===== src/rtl/gear_pkg.sv =====
// Shared types and elaboration helpers for the GeAr sequential adder.
package gear_pkg;

    typedef enum logic [1:0] {
        IDLE = 2'd0,
        CORR = 2'd1,
        DONE = 2'd2
    } gear_state_t;

    function automatic int gear_k(input int n, input int r, input int p);
        return (n - r - p) / r + 1;
    endfunction

    function automatic bit gear_legal(input int n, input int r, input int p);
        return (r >= 1) && (p >= 1) && (n >= r + p) && (((n - p) % r) == 0);
    endfunction

    // Black prefix cell: combine a higher (g,p) group with the adjacent lower group.
    function automatic logic [1:0] black_cell(input logic g_hi, input logic p_hi,
                                              input logic g_lo, input logic p_lo);
        return {g_hi | (p_hi & g_lo), p_hi & p_lo};
    endfunction

endpackage


===== src/rtl/gear_adder_seq_if.sv =====
// Operand/result stream between the approximate datapath and the GeAr adder.
interface gear_adder_seq_if #(
    parameter int N  = 16,
    parameter int CW = 3
);
    logic          in_valid;
    logic          in_ready;
    logic [N-1:0]  a;
    logic [N-1:0]  b;
    logic          exact;
    logic          out_valid;
    logic          out_ready;
    logic [N-1:0]  sum;
    logic          cout;
    logic          err_detected;
    logic [CW-1:0] n_corr;

    modport master (
        output in_valid, a, b, exact, out_ready,
        input  in_ready, out_valid, sum, cout, err_detected, n_corr
    );

    modport slave (
        input  in_valid, a, b, exact, out_ready,
        output in_ready, out_valid, sum, cout, err_detected, n_corr
    );
endinterface


===== src/rtl/gear_subadder.sv =====
// W-bit Kogge-Stone prefix adder with carry-in 0; also reports group propagate
// of its low P bits, which the top uses to flag carry-speculation misses.
module gear_subadder
    import gear_pkg::*;
#(
    parameter int W = 8,
    parameter int P = 4
) (
    input  logic [W-1:0] a,
    input  logic [W-1:0] b,
    output logic [W-1:0] sum,
    output logic         cout,
    output logic         grp_p
);
    localparam int L = $clog2(W);

    logic [W-1:0] p0;
    logic [W-1:0] gl;
    logic [W-1:0] pl;
    logic [W-1:0] gn;
    logic [W-1:0] pn;

    always_comb begin
        p0 = a ^ b;
        gl = a & b;
        pl = a ^ b;
        gn = gl;
        pn = pl;
        for (int l = 0; l < L; l++) begin
            gn = gl;
            pn = pl;
            for (int i = (1 << l); i < W; i++) begin
                {gn[i], pn[i]} = black_cell(gl[i], pl[i], gl[i-(1<<l)], pl[i-(1<<l)]);
            end
            gl = gn;
            pl = pn;
        end
    end

    // After the last level gl[i] / pl[i] cover bits [i:0].
    assign sum   = p0 ^ {gl[W-2:0], 1'b0};
    assign cout  = gl[W-1];
    assign grp_p = pl[P-1];

endmodule


===== src/rtl/gear_adder_seq.sv =====
// Sequential GeAr adder: speculative sum in one cycle, optional iterative
// correction of the lowest mis-speculated sub-adder, one per cycle.
//
// state | meaning
// IDLE  | in_ready high; accept operands, latch approximate sum and error flag
// CORR  | correct lowest uncorrected erroneous sub-adder, or finish
// DONE  | out_valid high; result held until out_ready
module gear_adder_seq
    import gear_pkg::*;
#(
    parameter int N = 16,
    parameter int R = 4,
    parameter int P = 4
) (
    input  logic             clk,
    input  logic             rst_n,
    gear_adder_seq_if.slave  bus
);
    localparam int K  = gear_k(N, R, P);
    localparam int W  = R + P;
    localparam int CW = $clog2(K) + 1;

    if (!gear_legal(N, R, P)) begin : g_bad_params
        $error("gear_adder_seq: illegal N/R/P combination");
    end

    gear_state_t   state, state_n;
    logic [N-1:0]  a_q, a_n, b_q, b_n;
    logic [N-1:0]  s_q, s_n;
    logic          cout_q, cout_n;
    logic          errd_q, errd_n;
    logic [CW-1:0] nc_q, nc_n;
    logic [K-1:0]  mask_q, mask_n;

    logic [N-1:0]          op_a, op_b;
    logic [K-1:0][W-1:0]   sub_sum;
    logic [K-1:0]          sub_cout;
    logic [K-1:0]          sub_gp;
    logic [N-1:0]          approx_sum;
    logic                  approx_cout;
    logic [N-1:0]          s_chk;
    logic [K-1:0]          err, live;
    logic [CW-1:0]         sel;
    logic                  any_live;
    logic                  unused_bits;

    // In IDLE the sub-adders see the incoming operands; afterwards the held ones.
    assign op_a = (state == IDLE) ? bus.a : a_q;
    assign op_b = (state == IDLE) ? bus.b : b_q;

    for (genvar j = 0; j < K; j++) begin : g_sub
        gear_subadder #(.W(W), .P(P)) u_sub (
            .a     (op_a[j*R +: W]),
            .b     (op_b[j*R +: W]),
            .sum   (sub_sum[j]),
            .cout  (sub_cout[j]),
            .grp_p (sub_gp[j])
        );
    end

    assign unused_bits = ^{sub_sum, sub_cout, sub_gp};

    always_comb begin
        approx_sum        = '0;
        approx_sum[W-1:0] = sub_sum[0];
        for (int j = 1; j < K; j++) begin
            approx_sum[j*R+P +: R] = sub_sum[j][P +: R];
        end
        approx_cout = sub_cout[K-1];
    end

    always_comb begin
        s_chk    = (state == IDLE) ? approx_sum : s_q;
        err      = '0;
        for (int j = 1; j < K; j++) begin
            err[j] = sub_gp[j] & (op_a[j*R] ^ op_b[j*R] ^ s_chk[j*R]);
        end
        // A corrected sub-adder keeps its flag (bit jR is untouched), so mask it.
        live     = err & ~mask_q;
        sel      = '0;
        any_live = 1'b0;
        for (int j = K - 1; j >= 1; j--) begin
            if (live[j]) begin
                sel      = CW'(j);
                any_live = 1'b1;
            end
        end
    end

    always_comb begin
        state_n = state;
        a_n     = a_q;
        b_n     = b_q;
        s_n     = s_q;
        cout_n  = cout_q;
        errd_n  = errd_q;
        nc_n    = nc_q;
        mask_n  = mask_q;
        case (state)
            IDLE: begin
                if (bus.in_valid) begin
                    a_n     = bus.a;
                    b_n     = bus.b;
                    s_n     = approx_sum;
                    cout_n  = approx_cout;
                    errd_n  = |err;
                    nc_n    = '0;
                    mask_n  = '0;
                    state_n = bus.exact ? CORR : DONE;
                end
            end
            CORR: begin
                if (any_live) begin
                    for (int j = 1; j < K; j++) begin
                        if (CW'(j) == sel) begin
                            if (j == K - 1) begin
                                {cout_n, s_n[j*R+P +: R]} = {cout_q, s_q[j*R+P +: R]} + (R+1)'(1);
                            end else begin
                                s_n[j*R+P +: R] = s_q[j*R+P +: R] + R'(1);
                            end
                        end
                        if (CW'(j) <= sel) begin
                            mask_n[j] = 1'b1;
                        end
                    end
                    nc_n = nc_q + CW'(1);
                end else begin
                    state_n = DONE;
                end
            end
            DONE: begin
                if (bus.out_ready) begin
                    state_n = IDLE;
                end
            end
            default: state_n = IDLE;
        endcase
    end

    always_ff @(posedge clk or negedge rst_n) begin
        if (!rst_n) begin
            state  <= IDLE;
            a_q    <= '0;
            b_q    <= '0;
            s_q    <= '0;
            cout_q <= 1'b0;
            errd_q <= 1'b0;
            nc_q   <= '0;
            mask_q <= '0;
        end else begin
            state  <= state_n;
            a_q    <= a_n;
            b_q    <= b_n;
            s_q    <= s_n;
            cout_q <= cout_n;
            errd_q <= errd_n;
            nc_q   <= nc_n;
            mask_q <= mask_n;
        end
    end

    assign bus.in_ready     = (state == IDLE);
    assign bus.out_valid    = (state == DONE);
    assign bus.sum          = s_q;
    assign bus.cout         = cout_q;
    assign bus.err_detected = errd_q;
    assign bus.n_corr       = nc_q;

endmodule


===== src/flat_wrapper.sv =====
// flat-port wrapper written by rule: the top's interface ports become plain ports
module gear_adder_seq_flat import gear_pkg::*;
#(
    parameter int N = 16,
    parameter int R = 4,
    parameter int P = 4
)
  (clk, rst_n, bus_in_valid, bus_a, bus_b, bus_exact, bus_out_ready, bus_in_ready, bus_out_valid, bus_sum, bus_cout, bus_err_detected, bus_n_corr);
  gear_adder_seq_if #(.N(N), .CW(3)) bus_i ();
  input  logic clk;
  input  logic rst_n;
  input wire logic [$bits(bus_i.in_valid)-1:0] bus_in_valid;
  input wire logic [$bits(bus_i.a)-1:0] bus_a;
  input wire logic [$bits(bus_i.b)-1:0] bus_b;
  input wire logic [$bits(bus_i.exact)-1:0] bus_exact;
  input wire logic [$bits(bus_i.out_ready)-1:0] bus_out_ready;
  output wire logic [$bits(bus_i.in_ready)-1:0] bus_in_ready;
  output wire logic [$bits(bus_i.out_valid)-1:0] bus_out_valid;
  output wire logic [$bits(bus_i.sum)-1:0] bus_sum;
  output wire logic [$bits(bus_i.cout)-1:0] bus_cout;
  output wire logic [$bits(bus_i.err_detected)-1:0] bus_err_detected;
  output wire logic [$bits(bus_i.n_corr)-1:0] bus_n_corr;
  assign bus_i.in_valid = bus_in_valid;
  assign bus_i.a = bus_a;
  assign bus_i.b = bus_b;
  assign bus_i.exact = bus_exact;
  assign bus_i.out_ready = bus_out_ready;
  assign bus_in_ready = bus_i.in_ready;
  assign bus_out_valid = bus_i.out_valid;
  assign bus_sum = bus_i.sum;
  assign bus_cout = bus_i.cout;
  assign bus_err_detected = bus_i.err_detected;
  assign bus_n_corr = bus_i.n_corr;
  gear_adder_seq #(.N(N), .R(R), .P(P)) u_core (.clk(clk), .rst_n(rst_n), .bus(bus_i));
endmodule

===== config.mk =====
export PLATFORM = sky130hd
export DESIGN_NAME = gear_adder_seq_flat
export DESIGN_NICKNAME = d
export VERILOG_FILES = /design/src/rtl/gear_pkg.sv /design/src/rtl/gear_adder_seq_if.sv /design/src/rtl/gear_subadder.sv /design/src/rtl/gear_adder_seq.sv /design/src/flat_wrapper.sv
export SDC_FILE = /design/constraint.sdc
export NUM_CORES = 1
export LEC_CHECK = 0
export ABC_AREA = 1
export CORE_AREA = 2 2 85 87
export CTS_CLUSTER_SIZE = 24
export DETAILED_ROUTE_END_ITERATION = 12
export DIE_AREA = 0 0 87 89
export PLACE_DENSITY = 0.85
export SLEW_MARGIN = 20
export SYNTH_ARGS = -nofsm -noshare
export SYNTH_HDL_FRONTEND = slang
export SYNTH_SLANG_ARGS = --single-unit

===== constraint.sdc =====
create_clock -name clk -period 3.5 [get_ports clk]
set_clock_uncertainty 0.15 [all_clocks]
set_input_delay 0.875 -clock clk [delete_from_list [all_inputs] [get_ports clk]]
set_output_delay 0.875 -clock clk [all_outputs]
set_load 0.005 [all_outputs]

==> results of run 1 <==
## layout by cell type, fill, tap and decap left out
cell	instances
dfrtp_1	57
nand3_1	19
a21oi_4	1
clkbuf_8	11
buf_2	1
nor3_1	1
or2_2	2
nand3b_1	2
xnor2_1	4
o21ai_1	5
a211oi_2	1
nand2_4	1
xor2_1	3
ha_1	19
inv_1	62
o21a_1	2
clkdlybuf4s50_1	58
nand2_2	3
o21bai_1	1
fa_1	1
o41ai_1	1
nor2_1	14
nand4_1	3
o21ai_0	76
clkbuf_1	3
o21ai_2	5
o22ai_1	2
nand3_2	3
nand2_1	157
a31oi_1	1
buf_4	4
inv_2	3
a21oi_1	21
nor2_4	1
## worst paths after layout
check	depth (start not counted)	from	slack (ns)	end
min	2	u_core.mask_q[2]	0.33	u_core.mask_q[2]
max reg2reg	13	u_core.state[1]	0.42	u_core.bus.sum[14]
max in group asynchronous	2	rst_n	2.04	u_core.b_q[10]
min in group asynchronous	1	rst_n	0.46	u_core.b_q[5]
max	4	u_core.state[0]	0.40	bus_in_ready
min reg2reg	2	u_core.mask_q[2]	0.33	u_core.mask_q[2]
## layer usage
metal / global-route usage / wire, um / vias up
met5: 0 / 0 / -
met4: 0.09801 / 147 / 0
met3: 0.03232 / 332 / 14
met2: 0.3456 / 3453 / 81
met1: 0.2896 / 3644 / 1466
li1: - / - / 1678
## where the power goes
| group | switching [W] | internal, W | leakage, nW | total [W] |
|---|---|---|---|---|
| clock | 0.000241 | 0.000289 | 0.0826 | 0.000529 |
| combinational | 0.00148 | 0.00101 | 1.38 | 0.00248 |
| sequential | 0.000197 | 0.000957 | 0.715 | 0.00115 |
| total | 0.00192 | 0.00225 | 2.18 | 0.00417 |
## state kept, by name, indices dropped and copies added, names as in the netlist
signal / cells
u_core.bus.err_detected: 1
u_core.mask_q: 2
u_core.state: 2
u_core.b_q: 16
u_core.a_q: 16
u_core.bus.n_corr: 3
u_core.bus.cout: 1
u_core.bus.sum: 16
## stage by stage
stage,instance area (um^2),total power (W),std cells,util
floorplan,3570,0.002971,488,-
global placement,4198,0.003528,614,0.6248
detailed placement,4198,0.003631,614,0.6248
CTS,4360,0.004178,628,0.6490
global route,4360,0.004636,628,0.6490
finish,4360,0.004167,628,0.6490
## area by class of cell
cell class | count | area, um^2
Fill cell | 586 | 2359
Tap cell | 80 | 100.1
Multi-Input combinational cell | 349 | 1812
Clock buffer | 14 | 162.7
Inverter | 65 | 244.0
Timing Repair Buffer | 63 | 615.6
Sequential cell | 57 | 1426
## cell families (layout without fill, tap and decap cells)
logic type,after synthesis,in the layout,share of synthesized area
compound gates,116,116,0.1774
xor+xnor,7,7,0.01718
fa+ha+maj,20,20,0.07221
buf+inv,82,142,0.09289
flops,57,57,0.3996
simple gates,206,206,0.2408
## worst max-delay path, cell delays in order, from the launching register on
cell             delay (ns)
dfrtp_1                0.40
inv_2                  0.09
nand2_4                0.34
inv_1                  0.35
clkdlybuf4s50_1        0.55
==> impl_results.md, run 1 <==
* Syn Area/Cell at roughly 7.3 um^2
* IO buf count at slightly below 60
* Worst-path clk slew at 0.06 ns
* CP Class: reg -> out
* CTS Buf Count at 9
* Worst-path fanout max at 67
* Fin. Hold Viols at 0
* Worst hold-check path type: reg -> reg
* Drt wl/cell at roughly 12 um
* Vias in the first global route at slightly above 3k
* Min Clock Period, post-route at between 3 and 4 ns
* Synth Cell Area at about 3600 um^2
* Antenna-violating nets left at 0
* Post-CTS sizing at 0
* Critical path arrival at between 2 and 2.5 ns
* Status: completed
* Post-synth top cells: nand2_1 (157), o21ai_0 (76), inv_1 (62)
* Die area at between 7000 and 8000 um^2
* Routability cong. at roughly 0.9
* RSZ-0062 raised after global routing: false
* Final setup margin at approximately 0.40 ns
* Asr flop ratio synth at 1.000
* Synth Net Count at between 500 and 600
* CP Launch Type: flip-flop
* Setup TNS at 0 ns
* Most frequent cell after synthesis: nand2_1
* Max clock buf depth at 2
* Synth-to-Final Area Change at 22.15%
* VDD IR max at between 0.0003 and 0.0004 V
* Clock root buffer: clkbuf_8
* # clock sinks at 57
* First-pass GRT wire length at 13270 um
* Core box area at between 6000 and 7000 um^2
* Post-CTS Setup Repair Bufs at 0
* Post-DR vias/cell at a little over 5
* Total GRT Usage at 0.2152
* I/O pin cnt at 60
* CTS tree: yes
* Register area share after synthesis at 0.3996
* Synth Register Bits at 57
* Post-synth EDFFs at 0
* Net count, final at 602
* Post-synth cell types at 33
* N_diodes at 0
* Pre-CTS WS at between 0.09 and 0.1 ns
* Top-area cell type share of the netlist area at 0.3996
* Die W at slightly below 90 um
* Min Hold Slack at approximately 0.33 ns
* Area leader, netlist: dfrtp_1
* DRT Wirelength at between 7000 and 8000 um
* # hold bufs at CTS at 0
* Drt drc at 0
* Iter 0 DRT Violations at ~210
* Initial Util at 0.5313
* Largest net degree at the start of global routing at 75
* Max Slew Vio Count at 0
* Period utilization at 0.8851
* Drt first pass iters at 5
* Htree depth at 3
* Worst Tran Pin Value at roughly 0.77 ns
* Maxcap violations at 0
* Largest cells by area after synthesis: dfrtp_1 (40%), nand2_1 (17%), o21ai_0 (11%), ha_1 (6.7%), inv_1 (6.5%)
* Rows at 30
* Share of cells above drive strength 1 at 0.06569
* Die H at approximately 90 um
* Pwr Density at ~960 nW/um^2
* DR vias at between 3k and 4k
* Fmax at 322.8 MHz
* Mapped Cells at roughly 500
* Worst skew pair latency at 0.34 ns
* Worst EP required at ~2.5 ns
* Final setup viols at 0
* Static Leak at approximately 2.2 nW
* Hpwl dp at 5615 um
* Initial antenna violation count at 0
* Grt ovf at 0
* Primary FF master, synth: dfrtp_1
* Crit path capture type: primary output
* Worst relative slew slack at 0.4872
* Ys Warns at 0
No activity file was read; power rests on OpenSTA's default activity.
==> run 2, diff against run 1 <==
- CORE_AREA: 2 2 85 87 -> 2 2 104 106
- CTS_CLUSTER_DIAMETER: not set -> 150
- DIE_AREA: 0 0 87 89 -> 0 0 106 108
- PLACE_DENSITY: 0.85 -> 0.62
==> run 2 against run 1 <==
Effect of this change: non-clock buffer count unchanged; global-route usage shrank 6.6 points; final area increased by 2.8%; sequential share of layout area decreased by 0.90 points; critical path depth up 9; combinational power about the same; maximum frequency increased by 1.6%; setup slack improved by 0.049 ns; via count down 1.8%; utilization fell by 21 points; highest routed layer unchanged.
==> impl_results.md, run 2 (synthesized netlist as in run 1, its figures left out) <==
* Core box area at between 10000 and 15000 um^2
* Initial antenna violation count at 0
* Worst skew pair latency at about 0.36 ns
* Rows at 37
* CP Launch Type: input pin
* WP buf/inv at 2
* Crit path max-delay cell type: fa_1
* Placed Instances at 670
* CTS tree: yes
* Max clock buf depth at 2
* CP top delay family: simple AND/OR/NAND/NOR gates
* Drt first pass iters at 4
* Clock root buffer: clkbuf_8
* # clock sinks at 57
* DRT Wirelength at 7923 um
* Synth-to-Final Area Change at 25.62%
* Slowest stage delay, CP at 0.42 ns
* Worst hold-check path type: reg -> reg
* Worst-path clk slew at approximately 0.070 ns
* Pwr Density at approximately 960 nW/um^2
* Initial Util at 0.3489
* Hpwl dp at 5842 um
* Critical Path Most Common Cell: nand2_1
* I/O pin cnt at 60
* Maxcap violations at 0
* Non-filler instance count after layout at 686
* RSZ-0062 raised after global routing: false
* N_diodes at 0
* Fin. Hold Viols at 0
* Most common cell after layout, fill and taps aside: nand2_1
* Finished Core Util at 0.4383
* Crit path capture type: flip-flop
* Max Slew Vio Count at 0
* GR met2 Demand/Resource at 0.2226
* Largest net degree at the start of global routing at 75
* Worst EP required at around 3.6 ns
* Die H at roughly 110 um
* First-pass GRT wire length at 13620 um
* IO buf count at 59
* Net count, final at 602
* Drt wl/cell at approximately 12 um
* Worst Tran Pin Value at 0.6299 ns
* CP Class: in -> reg
* Grt ovf at 0
* Met1 usage at 0.2056
* Setup TNS at 0 ns
* Worst relative slew slack at 0.5801
* DP Area at roughly 4300 um^2
* Share of cells above drive strength 1 at 0.07455
* VDD IR max at a little under 0.0003 V
* Final setup viols at 0
* Vias in the first global route at roughly 3k
* Status: completed
* Critical path arrival at between 3 and 4 ns
* Static Leak at around 2.2 nW
* Most frequent cells in the layout: nand2_1 (157), o21ai_0 (76), inv_1 (62)
* Post-CTS sizing at 0
* Period utilization at 0.8712
* Die area at around 11000 um^2
* Post-CTS Setup Repair Bufs at 0
* Min Clock Period, post-route at ~3.0 ns
* Grt met3 use at 0.02893
* Htree depth at 3
* Worst-path fanout max at 12
* Iter 0 DRT Violations at between 150 and 200
* GRT Max-Usage Layer: met2
* Fin area at approximately 4500 um^2
* Drt drc at 0
* Fmax at around 330 MHz
* # hold bufs at CTS at 0
* Routability cong. at 0.8844
* CTS Buf Count at 9
* Die W at between 100 and 150 um
* Post-DR vias/cell at around 4.6
* Crit-path cells: clkdlybuf4s50_1 > inv_1 > o21ai_0 > ha_1 > fa_1 > nand3_1 > nand2_1 > nand2_1 > nand3_1 > nand4_1 > nand3_2 > nand2_1 > o21ai_2
* Antenna-violating nets left at 0
* Total GRT Usage at 0.1497
* DR vias at 3180
run 2: area by class of cell:
| cell class | instances | area, um^2 |
|---|---|---|
| Clock inverter | 6 | 66.31 |
| Sequential cell | 57 | 1426 |
| Clock buffer | 10 | 137.6 |
| Timing Repair Buffer | 63 | 628.1 |
| Multi-Input combinational cell | 349 | 1812 |
| Tap cell | 136 | 170.2 |
| Inverter | 65 | 244.0 |
| Fill cell | 1040 | 5747 |
run 2: path summary, 6_finish.rpt:
check	startpoint	endpoint	slack (ns)	cells after the start
setup / recovery	bus_a[0]	u_core.bus.sum[14]	0.45	13
hold / removal	u_core.bus.sum[0]	u_core.bus.sum[0]	0.34	2
setup reg to reg	u_core.state[0]	u_core.bus.sum[14]	0.52	14
hold reg to reg	u_core.bus.sum[0]	u_core.bus.sum[0]	0.34	2
max in group asynchronous	rst_n	u_core.bus.cout	2.58	2
min in group asynchronous	rst_n	u_core.b_q[3]	0.36	2
run 2: worst register-to-register path: stages, from the launching register on:
cell and delay, ns:
dfrtp_1 0.40, inv_2 0.10, nand2_4 0.25, nand2_1 0.14
o21ai_0 0.09, ha_1 0.26, fa_1 0.42, nand3_1 0.12
nand2_1 0.08, nand2_1 0.08, nand3_1 0.12, nand4_1 0.14
nand3_2 0.28, nand2_1 0.17, o21ai_2 0.06
run 2: through the flow:
| stage | total power (W) | hold WS (ns) | worst slack [ns] |
|---|---|---|---|
| floorplan | 0.002971 | 0.2919 | 0.8182 |
| global placement | 0.003601 | 0.3077 | 0.1539 |
| detailed placement | 0.003659 | 0.3152 | 0.07923 |
| CTS | 0.004321 | 0.3368 | 0.4557 |
| global route | 0.004756 | 0.3470 | 0.2669 |
| finish | 0.004285 | 0.3355 | 0.4507 |
run 2: power breakdown:
| group | internal [W] | switching [W] | total [W] |
|---|---|---|---|
| registers | 0.000955 | 0.000192 | 0.00115 |
| logic | 0.00102 | 0.00148 | 0.00250 |
| clock network | 0.000348 | 0.000294 | 0.000642 |
run 2: routing by layer:
metal  vias to the layer above  part of all wire
met5                         -                 0
met2                        70              0.42
li1                       1680                 -
met1                      1419              0.52
met4                         0             0.020
met3                        11             0.039
